==> config.mk <==
export PLATFORM = sky130hd
export DESIGN_NAME = fnd_scan_cntr
export DESIGN_NICKNAME = d
export VERILOG_FILES = /design/src/rtl/fnd_scan_cntr.sv
export SDC_FILE = /design/constraint.sdc
export NUM_CORES = 1
export LEC_CHECK = 0
export CAP_MARGIN = 20
export CORE_ASPECT_RATIO = 1.75
export CORE_MARGIN = 5
export CORE_UTILIZATION = 54
export DETAILED_ROUTE_END_ITERATION = 10
export PLACE_DENSITY = 0.79
export SLEW_MARGIN = 20
export SYNTH_ARGS = -nofsm -noshare
export SYNTH_HDL_FRONTEND = slang
export SYNTH_SLANG_ARGS = --single-unit
==> constraint.sdc <==
create_clock -name clk -period 2.73 [get_ports clk]
set_input_delay 0.4095 -clock clk [delete_from_list [all_inputs] [get_ports clk]]
set_output_delay 0.4095 -clock clk [all_outputs]
set_load 0.05 [all_outputs]
==> src/rtl/fnd_scan_cntr.sv <==
// Time-multiplexed N-digit common-anode 7-segment driver with shadowed load and per-digit dp.
// Optional build macro: LEADING_ZERO_BLANK_EN (suppresses leading zero digits above digit 0).
module fnd_scan_cntr #(
    parameter int DIGITS   = 4,
    parameter int SCAN_DIV = 100000,
    parameter int CNT_W    = 17
) (
    input  logic                  clk,
    input  logic                  reset_p,
    input  logic [4*DIGITS-1:0]   value,
    input  logic [DIGITS-1:0]     dp_in,
    input  logic                  load,
    output logic                  busy,
    output logic [7:0]            seg,
    output logic [DIGITS-1:0]     com
);

    localparam int IDX_W = (DIGITS > 1) ? $clog2(DIGITS) : 1;

    logic [CNT_W-1:0]      cnt_q, cnt_d;
    logic [IDX_W-1:0]      idx_q, idx_d;
    logic [4*DIGITS-1:0]   val_q, val_d;
    logic [DIGITS-1:0]     dp_q, dp_d;
    logic                  busy_q, busy_d;
    logic [3:0]            slot_nib_q, slot_nib_d;
    logic                  slot_dp_q, slot_dp_d;
    logic                  slot_blank_q, slot_blank_d;
    logic [7:0]            seg_q, seg_d;
    logic [DIGITS-1:0]     com_q, com_d;

    logic                  wrap;
    logic [3:0]            cur_nib;
    logic                  cur_dp;
    logic                  lz_blank;
    logic                  lz_run;

    function automatic logic [6:0] hex7(input logic [3:0] n);
        logic [6:0] s;
        case (n)
            4'h0: s = 7'b1000000;
            4'h1: s = 7'b1111001;
            4'h2: s = 7'b0100100;
            4'h3: s = 7'b0110000;
            4'h4: s = 7'b0011001;
            4'h5: s = 7'b0010010;
            4'h6: s = 7'b0000010;
            4'h7: s = 7'b1111000;
            4'h8: s = 7'b0000000;
            4'h9: s = 7'b0010000;
            4'hA: s = 7'b0001000;
            4'hB: s = 7'b0000011;
            4'hC: s = 7'b1000110;
            4'hD: s = 7'b0100001;
            4'hE: s = 7'b0000110;
            default: s = 7'b0001110;
        endcase
        return s;
    endfunction

    // Digit data for the slot being entered, selected by the current index.
    always_comb begin
        cur_nib = 4'h0;
        cur_dp  = 1'b0;
        for (int i = 0; i < DIGITS; i++) begin
            if (idx_q == IDX_W'(i)) begin
                cur_nib = val_q[i*4 +: 4];
                cur_dp  = dp_q[i];
            end
        end
    end

`ifdef LEADING_ZERO_BLANK_EN
    always_comb begin
        lz_blank = 1'b0;
        lz_run   = 1'b1;
        for (int i = DIGITS - 1; i >= 1; i--) begin
            lz_run = lz_run & (val_q[i*4 +: 4] == 4'h0);
            if ((idx_q == IDX_W'(i)) && lz_run && !dp_q[i])
                lz_blank = 1'b1;
        end
    end
`else
    always_comb begin
        lz_run   = 1'b0;
        lz_blank = 1'b0;
    end
`endif

    always_comb begin
        cnt_d        = cnt_q;
        idx_d        = idx_q;
        val_d        = val_q;
        dp_d         = dp_q;
        busy_d       = load;
        slot_nib_d   = slot_nib_q;
        slot_dp_d    = slot_dp_q;
        slot_blank_d = slot_blank_q;
        seg_d        = 8'hFF;
        com_d        = '1;

        if (load) begin
            val_d = value;
            dp_d  = dp_in;
        end

        wrap = (cnt_q == CNT_W'(SCAN_DIV - 1));
        if (wrap) begin
            cnt_d = '0;
            idx_d = (idx_q == IDX_W'(DIGITS - 1)) ? '0 : idx_q + IDX_W'(1);
        end else begin
            cnt_d = cnt_q + CNT_W'(1);
        end

        // The blank cycle snapshots the digit so a load cannot change a lit slot.
        if (cnt_q == '0) begin
            slot_nib_d   = cur_nib;
            slot_dp_d    = cur_dp;
            slot_blank_d = lz_blank;
        end else begin
            for (int i = 0; i < DIGITS; i++)
                com_d[i] = (idx_q != IDX_W'(i));
            seg_d = slot_blank_q ? 8'hFF : {~slot_dp_q, hex7(slot_nib_q)};
        end
    end

    always_ff @(posedge clk) begin
        if (reset_p) begin
            cnt_q        <= '0;
            idx_q        <= '0;
            val_q        <= '0;
            dp_q         <= '0;
            busy_q       <= 1'b0;
            slot_nib_q   <= 4'h0;
            slot_dp_q    <= 1'b0;
            slot_blank_q <= 1'b0;
            seg_q        <= 8'hFF;
            com_q        <= '1;
        end else begin
            cnt_q        <= cnt_d;
            idx_q        <= idx_d;
            val_q        <= val_d;
            dp_q         <= dp_d;
            busy_q       <= busy_d;
            slot_nib_q   <= slot_nib_d;
            slot_dp_q    <= slot_dp_d;
            slot_blank_q <= slot_blank_d;
            seg_q        <= seg_d;
            com_q        <= com_d;
        end
    end

    assign busy = busy_q;
    assign seg  = seg_q;
    assign com  = com_q;

endmodule

Yosys cells after proc, flatten, opt, wreduce, memory -nomap -nowiden
Memories as Yosys holds them, arrays and structs flattened. A register that Yosys moved wholly into a read port is not among the register bits. Cells that the tools add are included.

Eq/ne operators: 7. Reduce and logical (&&, ||, !) cells: 5. Multiplexer cells: 9. Bitwise logic cells: 1. Add/sub/neg operators: 2.

Operators with widths (number): adder 17 x 1 -> 17 bit (second input constant) (1); equality test 17 bit (second input constant) (1); logical NOT 17 bit (1); 2-to-1 mux 4 bit (4); equality test 2 bit (second input constant) (2); 2-to-1 mux 1 bit (4); inequality test 2 bit (second input constant) (2); OR reduction 2 bit (2); adder 2 x 1 -> 2 bit (second input constant) (1); equality test 2 x 1 -> 1 bit (second input constant) (1); logical NOT 2 bit (1); 2-to-1 mux 2 bit (1); inequality test 2 x 1 -> 1 bit (second input constant) (1); nonzero test 2 bit (1); inverter 1 bit (1).

Output and inout port bits: 13. Bits in registers: 57. Memories kept: 1. Bits of input ports: 23. ROM bits: 112. Word-level logic and storage cells: 34.

Memories: (no name shown) (depth 16, bits a word 7, rd ports 1, clocked after memory_dff 1, wr ports 0, line 39) `case (n)`.

Longest topological paths before layout
Depth after elaboration: 5. Mapped depth: 7. Gate-level depth less buffers: 6.

Least setup slack after synthesis
OpenSTA, ideal clock, no wires.

Kind: reg2reg. Start point: reg cnt_q[0]. End point: reg cnt_q[10]. Path buffers: 1. Period minus slack after synthesis: 1.903 ns. Data required time: 2.613 ns. Path slack: 0.827 ns. Cell stages (with the launch flop): 7. Setup time: 0.117 ns. Arrival: 1.786 ns. Cell sequence: dfxtp_1 > ha_1 > nand4_2 > or4_4 > o21ai_2 > buf_2 > nor2_1.

Word-level cells in the longest chain between the ends: 2. Elaborated cells on any way between the ends: 3. Classes of those cells: add/sub (1); eq/ne (1); reduce/logical (1).

RTL lines: from (decl) (line 20) `logic [CNT_W-1:0] cnt_q, cnt_d;`; from (signal assigned) (line 139) `cnt_q <= cnt_d;`; branches (longest 2 deep; another with adder 17 x 1 -> 17 bit).

Parallel ways; which one is timed is not known. A chain may end at the register's enable or synchronous reset.

Final worst setup path
Start point: reg cnt_q[0]. End point: reg cnt_q[2].

Same word-level chain as after synthesis.

==> flow_summary_export.csv <==
group,metric,value,unit
worst_setup_path,critPathTopFamily,"simple AND/OR/NAND/NOR gates",
sta,worst_pin_slew,647,ps
worst_setup_path,worstPathCellList,"ha_1 -> nand4_2 -> or4_4 -> o21ai_2 -> nor2_1",
sta,fin_skew,5.77,ps
global_route,grt_remaining_overflow,0,
sta,setup_violations,0,
global_route,gr-usage-all-layers,0.198,
min_path,min_path_cells,1,
power_and_ir_drop,p_switching,0.454,mW
cts,cts_setup_buffers,0,
die,core,0.00462,mm²
logic_synthesis,ys_ff_latch,57,
sta,slew_violations,0,
final_layout,final_common_cell,"dfxtp_1",
worst_setup_path,crit_type,"flop to flop",
logic_synthesis,ys_warn_count,0,
power_and_ir_drop,pwr-share-clk,0.390,
status,status,"complete, no violations",
worst_setup_path,critPathArrivalTime,2420,ps
routing,vias,2091,
worst_setup_path,cp.depth,5,
sta,period_needed,2230,ps
logic_synthesis,synth_nets,319,
routing,drtAntennaViolNets,0,
min_path,hold_path_class,"flop to flop",
logic_synthesis,yosysSeqAreaShare,0.451,
sta,setup_tns,0,ps
placement,routabilityCongestion,0.900,
die,floorplan.initialDensity,0.547,
die,io_pins,36,
routing,wl,5540,µm
power_and_ir_drop,p_int,1.36,mW
power_and_ir_drop,combPwrFrac,0.117,
placement,place_area,0.00291,mm²
final_layout,fillers,385,
routing,drc_errors,0,
global_route,grt_max_degree,22,
sta,fmax,0.448,GHz
logic_synthesis,ys_types,38,
sta,hold_violations,0,
final_layout,regArea,0.00114,mm²
die,dieHeight,101,µm
power_and_ir_drop,peakVddDrop,501,µV
final_layout,antenna-diode-count,0,
cts,cts_max_path_buffers,2,
logic_synthesis,avgSynthCellArea,8.91,µm²
routing,wl_per_cell,14.8,µm
worst_setup_path,crit_fanout,16,
global_route,grt_pass1_wl,9250,µm
final_layout,layout_common_cells,"dfxtp_1, nor2_1, clkdlybuf4s50_1",
cts,htree_num_levels,3,
cts,cts_resized,0,
cts,cts_hold_buf,0,
power_and_ir_drop,power.density,588,mW/mm²
cts,clkLatencyLatePin,330,ps
cts,clockRootBuffer,"clkbuf_8",
worst_setup_path,crit_path_max_incr_delay,550,ps
cts,cts_tree,"built",
power_and_ir_drop,leakage,1.17,nW
worst_setup_path,start_kind,"flop",
worst_setup_path,worst-path-buf-inv,0,
routing,dr.pass1.iters,4,
run,maxCapViolCount,0,
placement,portBuffers,35,
cts,cts_sinks,57,
die,die_w,61.7,µm
cts,cts_buffers,9,
final_layout,final_nets,353,
worst_setup_path,cp.required,2920,ps
sta,relSlewSlack,0.569,
power_and_ir_drop,switching_share,0.250,
sta,period_share,0.818,
routing,drt_iter0_drc,56,
die,dieArea,0.00621,mm²
logic_synthesis,synth_cells,284,
global_route,grt_pass1_vias,2114,
global_route,antenna_found_initial,0,
routing,vias_per_cell,5.59,
sta,grt_setup_unrepaired,"no",
cts,cts.clk_slew.worst_paths,60,ps
final_layout,post-route-cell-area,0.00309,mm²
placement,hpwl,3940,µm
final_layout,multiInputGateArea,0.00126,mm²
worst_setup_path,cpMaxStageDelayCell,"or4_4",
final_layout,drive_gt1_frac,0.0652,
die,num_rows,33,
final_layout,syn_to_final_growth,22.2,%
power_and_ir_drop,power_frac_seq,0.493,
worst_setup_path,reg2reg_depth,5,
worst_setup_path,end_kind,"flop",
logic_synthesis,syn_area,0.00253,mm²
cells by family after synthesis:
logic type               share of synthesized area
AO/OA/AOI/OAI                                0.119
XOR/XNOR                                    0.0485
adder cells (fa/ha/maj)                     0.0593
buffers and inverters                       0.0499
flip-flops                                   0.451
multiplexers                                0.0836
AND/OR/NAND/NOR                              0.189
worst register-to-register path: cells and delay by family (launching register included):
family	cells	cell delay, ps
AOI/OAI and AO/OA	1	530
adders and majority gates	1	270
DFF	1	400
and+or+nand+nor	3	890
final timing paths:
path | start | to | slack [ps]
max | cnt_q[0] | cnt_q[2] | 500
min | slot_dp_q | seg[7] | 400
max reg2reg | cnt_q[0] | cnt_q[2] | 500
min reg2reg | slot_dp_q | seg[7] | 400
per-stage QoR:
stage               setup WS [ps]  hold slack, ps  instances  power [mW]  utilization
floorplan                     827             358        284        1.04            -
finish                        497             395        374        1.82        0.668
global placement              619             368        359        1.12        0.629
global route                  334             430        374        1.88        0.668
detailed placement            519             370        359        1.13        0.629
CTS                           490             387        374        1.83        0.668
layer usage:
layer / part of all wire / track usage / wire [µm]
met1: 0.37 / 0.201 / 2070
met3: 0.042 / 0.0321 / 234
met5: 0 / 0 / 0
met2: 0.56 / 0.364 / 3080
met4: 0.028 / 0.105 / 157
power groups by stage:
stage	Clock, mW	Sequential, mW	Combinational (mW)
finish	0.707	0.895	0.213
global route	0.750	0.899	0.234
CTS	0.716	0.895	0.215
detailed placement	0	0.913	0.214
global placement	0	0.911	0.212
floorplan	0	0.953	0.0914
final cells by class:
cell class	count	share of cell area
Multi-Input combinational cell	194	0.409
Sequential cell	57	0.369
Timing Repair Buffer	38	0.121
Clock buffer	13	0.0547
Inverter	18	0.0219
Tap cell	52	0.0211
Clock inverter	2	0.00405
Yosys cell counts (all sizes together):
cell type  number  area [µm²]
nand3          11        55.1
nor4            6        37.5
clkbuf         11        42.5
and2            1        6.26
a21oi          12        60.1
ha             12         150
nand2b          2        12.5
and4            1        8.76
dfxtp          57        1140
a21o            1        7.51
or4b            1        10.0
nand4           5        37.5
mux2            1        11.3
o211ai          3        22.5
xnor2          11        96.3
a32oi           1        8.76
nand2          20        75.1
nor3            7        35.0
a22oi           5        37.5
nor2           43         161
a211oi          1        7.51
a31oi           1        6.26
or4             3        26.3
buf             4        16.3
inv            18        67.6
nor2b           1        6.26
o2bb2ai         5        43.8
xor2            3        26.3
o221ai          1        8.76
o21ai          10        53.8
mux2i          20         200
or2             1        6.26
o311ai          5        43.8
state kept, by name (all words and copies together), names as in the netlist:
name	flops
com	4
slot_nib_q	4
cnt_q	17
dp_q	4
idx_q	2
busy	1
val_q	16
slot_dp_q	1
seg	8
Note: power is estimated with default switching activity, not from simulation.
